$ cat src/rtl/fetch_unit.sv
// fetch_unit: ACDC instruction-fetch stage (PC, jump/branch LUT, halt latch, retired counter).
// Rev 1.0. Optional build macro FETCH_LUT_PROG_EN adds a LUT write port.
`default_nettype none

module fetch_unit #(
  parameter int PW = 8,
  parameter int LW = 4,
  parameter logic [(2**LW)*PW-1:0] LUT_INIT = 128'hF0E0D0C0B0A090807060504030201000
) (
  input  logic          CLK,
  input  logic          start,
  input  logic          stall,
  input  logic          halt_req,
  input  logic          jump_en,
  input  logic          branch_en,
  input  logic          cond,
  input  logic [LW-1:0] target_idx,
`ifdef FETCH_LUT_PROG_EN
  input  logic          lut_we,
  input  logic [LW-1:0] lut_waddr,
  input  logic [PW-1:0] lut_wdata,
`endif
  output logic [PW-1:0] PC,
  output logic          halt,
  output logic [15:0]   inst_ct
);

  typedef enum logic {
    RUN    = 1'b0,
    HALTED = 1'b1
  } state_t;

  state_t        state_q, state_d;
  logic [PW-1:0] pc_q, pc_d;
  logic [15:0]   inst_ct_q, inst_ct_d;
  logic [PW-1:0] lut_rd;

`ifdef FETCH_LUT_PROG_EN
  logic [(2**LW)*PW-1:0] lut_q, lut_d;

  // Writes land at the edge, so a same-cycle read still sees the old entry.
  always_comb begin
    lut_d = lut_q;
    if (lut_we) begin
      lut_d[PW*lut_waddr +: PW] = lut_wdata;
    end
  end

  always_ff @(posedge CLK) begin
    if (start) begin
      lut_q <= LUT_INIT;
    end else begin
      lut_q <= lut_d;
    end
  end

  assign lut_rd = lut_q[PW*target_idx +: PW];
`else
  assign lut_rd = LUT_INIT[PW*target_idx +: PW];
`endif

  always_comb begin
    state_d   = state_q;
    pc_d      = pc_q;
    inst_ct_d = inst_ct_q;
    if (state_q == RUN && !stall) begin
      if (inst_ct_q != 16'hFFFF) begin
        inst_ct_d = inst_ct_q + 16'd1;
      end
      if (halt_req) begin
        state_d = HALTED;
      end else if (jump_en) begin
        pc_d = lut_rd;
      end else if (branch_en && cond) begin
        pc_d = pc_q + lut_rd;
      end else begin
        pc_d = pc_q + {{(PW-1){1'b0}}, 1'b1};
      end
    end
  end

  always_ff @(posedge CLK) begin
    if (start) begin
      state_q   <= RUN;
      pc_q      <= '0;
      inst_ct_q <= '0;
    end else begin
      state_q   <= state_d;
      pc_q      <= pc_d;
      inst_ct_q <= inst_ct_d;
    end
  end

  assign PC      = pc_q;
  assign halt    = (state_q == HALTED);
  assign inst_ct = inst_ct_q;

endmodule

`default_nettype wire

$ cat config.mk
export PLATFORM = sky130hd
export DESIGN_NAME = fetch_unit
export DESIGN_NICKNAME = d
export VERILOG_FILES = /design/src/rtl/fetch_unit.sv
export SDC_FILE = /design/constraint.sdc
export NUM_CORES = 1
export LEC_CHECK = 0
export ABC_AREA = 1
export BUFFER_PORTS_ARGS = -buffer_cell sky130_fd_sc_hd__buf_4
export CAP_MARGIN = 0
export CORE_ASPECT_RATIO = 2
export CORE_UTILIZATION = 35
export DETAILED_ROUTE_END_ITERATION = 8
export PLACE_DENSITY = 0.57
export SYNTH_ARGS = -nofsm -noshare
export SYNTH_HDL_FRONTEND = slang
export SYNTH_SLANG_ARGS = --single-unit
export TNS_END_PERCENT = 1
$ cat constraint.sdc
create_clock -name CLK -period 1.6 [get_ports CLK]
set_input_delay 0.16 -clock CLK [delete_from_list [all_inputs] [get_ports CLK]]
set_output_delay 0.16 -clock CLK [all_outputs]
set_load 0.005 [all_outputs]
==> results.yml <==
timing:
  worst-slew-pin-transition_ps: 254
  max_freq_mhz: 686
  maxSlewViolCount: 0
  setup_viol: 0
  worst_slack_ps: 143
  fin_crit_sh_pct: 91.1
  tns_ps: 0
  period_minus_slack_ps: 1460
  hold_viol_final: 0
  slew_headroom_pct: 82.9
  rsz0062_at_grt: "no"
  fin_skew_ps: 4.73
pwr:
  internal-power_uw: 895
  p_sw_share_pct: 26.6
  vdd_ir_drop_max_mv: 0.491
  seq_power_share_pct: 53.6
  clkPwrFrac_pct: 31.6
  p_switching_uw: 324
  power_density_nw_per_um2: 580
  combPwrFrac_pct: 14.8
  p_leak_uw: 0.000950
flow_run:
  max-cap-violations: 0
setup_path:
  critPathKind: "flop to flop"
  cp_cell_sequence: "ha_1 > nand3_2 > nor2_4 > nand2_4 > nand2_8 > buf_4 > nand2_1 > a21oi_2"
  critical_path.startpoint_type: "flop"
  required_ps: 1810
  critPathMaxStageDelay_ps: 360
  cp_max_fo: 11
  reg2reg_depth: 8
  crit_arrival_ps: 1670
  crit_path_end_kind: "flop"
  reg2reg_to: "inst_ct[2]$_SDFFE_PP0P_"
  endpoint: "inst_ct[2]$_SDFFE_PP0P_"
  r2r-start: "inst_ct[0]$_SDFFE_PP0P_"
  cp_slowest_cell: "dfxtp_2"
  ff2ff_setup_slack_ps: 140
  startpoint: "inst_ct[0]$_SDFFE_PP0P_"
route:
  drtIter0Drc: 14
  drc: 0
  post_drt_wl_per_cell_um: 11.9
  wirelength_um: 4270
  drtPass1Iterations: 4
  vias: 1712
  final_antenna_net_count: 0
  viasPerCell: 4.78
cells_and_area:
  postLayoutCoreUtil_pct: 46.1
  layout_commonest_cell: "nand2_1"
  areaGrowthSynthToFinish_pct: 27.5
  diodes: 0
  final_cell_mix: "nand2_1 (78), buf_4 (47), nor2_1 (34)"
  fin_nets: 321
  layout.cells.non_filler: 358
  fillerInstances: 533
  layout-drive-gt1-share_pct: 26.7
yosys:
  ys_ff_latch: 25
  synth.avg_cell_area_um2: 6.44
  synth_cell_types: 25
  yosys_warnings: 0
  synthesis.nets: 273
  syn_area_um2: 1650
  seq_area_frac_synth_pct: 30.4
  synthCells: 256
status:
  outcome: "completed"
die:
  dieArea_um2: 5000
  io_pins: 36
  fp-row-count: 35
  start_util_pct: 36.2
  die_w_um: 50.5
  core-area_um2: 4550
  fp.dieH_um: 99.0
clock_tree:
  clockRootBuffer: "clkbuf_8"
  htree_levels: 1
  cts_tree: "yes"
  cts.clk_slew.worst_paths_ps: 80
  clock_path_buffers: 2
  clk_latency_ps: 270
  cts_sinks: 25
  cts_hold_buf: 0
  cts_buffers: 3
grt:
  grt_usage_pct: 18.4
  gr-total-overflow: 0
  grt_pass1_vias: 1707
  grt_first_pass_wirelength_um: 7130
  antenna_found_initial: 0
  grt_max_degree: 18
placed_design:
  place.gp.congestion: 0.805
  dp.final_hpwl_um: 3370
  place_inst: 354
  portBuffers: 35
  pre_cts_slack_ps: 40.3
min_path:
  hold_class: "input port to flop"
## repair_timing
item,4_1_cts,5_1_grt
buffers inserted,0,0
endpoints found under the setup margin,0,14
gates resized for setup,0,7
## worst min path at each step
| stage | from | end | slack [ps] | cells past startpoint |
|---|---|---|---|---|
| after CTS | halt_req | halt$_SDFFE_PP0P_ | 160 | 3 |
| after global placement | halt_req | halt$_SDFFE_PP0P_ | 440 | 3 |
| after global routing | halt_req | halt$_SDFFE_PP0P_ | 170 | 3 |
| after detailed placement | halt_req | halt$_SDFFE_PP0P_ | 450 | 3 |
| after floorplan | halt_req | halt$_SDFFE_PP0P_ | 300 | 2 |
| final | halt_req | halt$_SDFFE_PP0P_ | 160 | 3 |
## metrics by stage
| step | instance area (um2) | total power (uW) | hold WS (ps) |
|---|---|---|---|
| finish | 2100 | 1220 | 163 |
| global route | 2100 | 1270 | 165 |
| CTS | 2080 | 1230 | 164 |
| detailed placement | 2040 | 846 | 447 |
| global placement | 2040 | 844 | 436 |
| floorplan | 1650 | 773 | 305 |
## area by class of cell
cell class / count / area [um2] / share of cell area, %
repair buffers: 47 / 353 / 16.8
well taps: 55 / 68.8 / 3.28
multi-input cells: 191 / 992 / 47.2
flip-flops and latches: 25 / 504 / 24.0
inverters: 36 / 138 / 6.55
clock buffers: 4 / 45.0 / 2.14
## per-layer routing
layer  GRT usage, %  share of wire [%]
met1           17.0                 39
met2           38.4                 57
met4           6.62                2.0
met5              0                  0
met3           1.54                2.3
## cell usage after synthesis, drive strengths merged
cell / count / share of area, %
inv: 36 / 8.2
dfxtp: 25 / 30
nand3: 10 / 3.3
nor3: 5 / 1.5
nor2: 41 / 11
ha: 6 / 4.6
o21ai: 11 / 3.3
xor2: 4 / 2.1
xnor2: 3 / 1.6
a21oi: 21 / 8.7
o22ai: 1 / 0.38
clkbuf: 1 / 0.23
nand4: 5 / 1.9
buf: 3 / 1.7
nand2: 83 / 20
nor4: 1 / 0.38
## state kept, by name, indices dropped and copies added (netlist names)
register  flops
inst_ct      16
PC            8
halt          1
## power by group through the flow
stage	Clock [uW]	Combinational (uW)	Sequential, uW
6_report	385	181	654
5_1_grt	415	202	656
3_3_place_gp	0	177	667
2_1_floorplan	0	107	666
4_1_cts	394	179	652
3_5_place_dp	0	179	667
## critical path, delay by kind of cell, from the launching register on
kind / cells / cell delay, ps
and+or+nand+nor: 5 / 580
buffers and inverters: 1 / 140
DFF: 1 / 360
adders and majority gates: 1 / 190
AOI/OAI and AO/OA: 1 / 130
## cell families after synthesis
family                   share of synthesized area [%]
adder cells (fa/ha/maj)                           4.56
flip-flops                                        30.4
XOR/XNOR                                          3.72
AND/OR/NAND/NOR                                   38.9
buffers and inverters                             10.1
AO/OA/AOI/OAI                                     12.4
No activity file was read; power rests on OpenSTA's default activity.
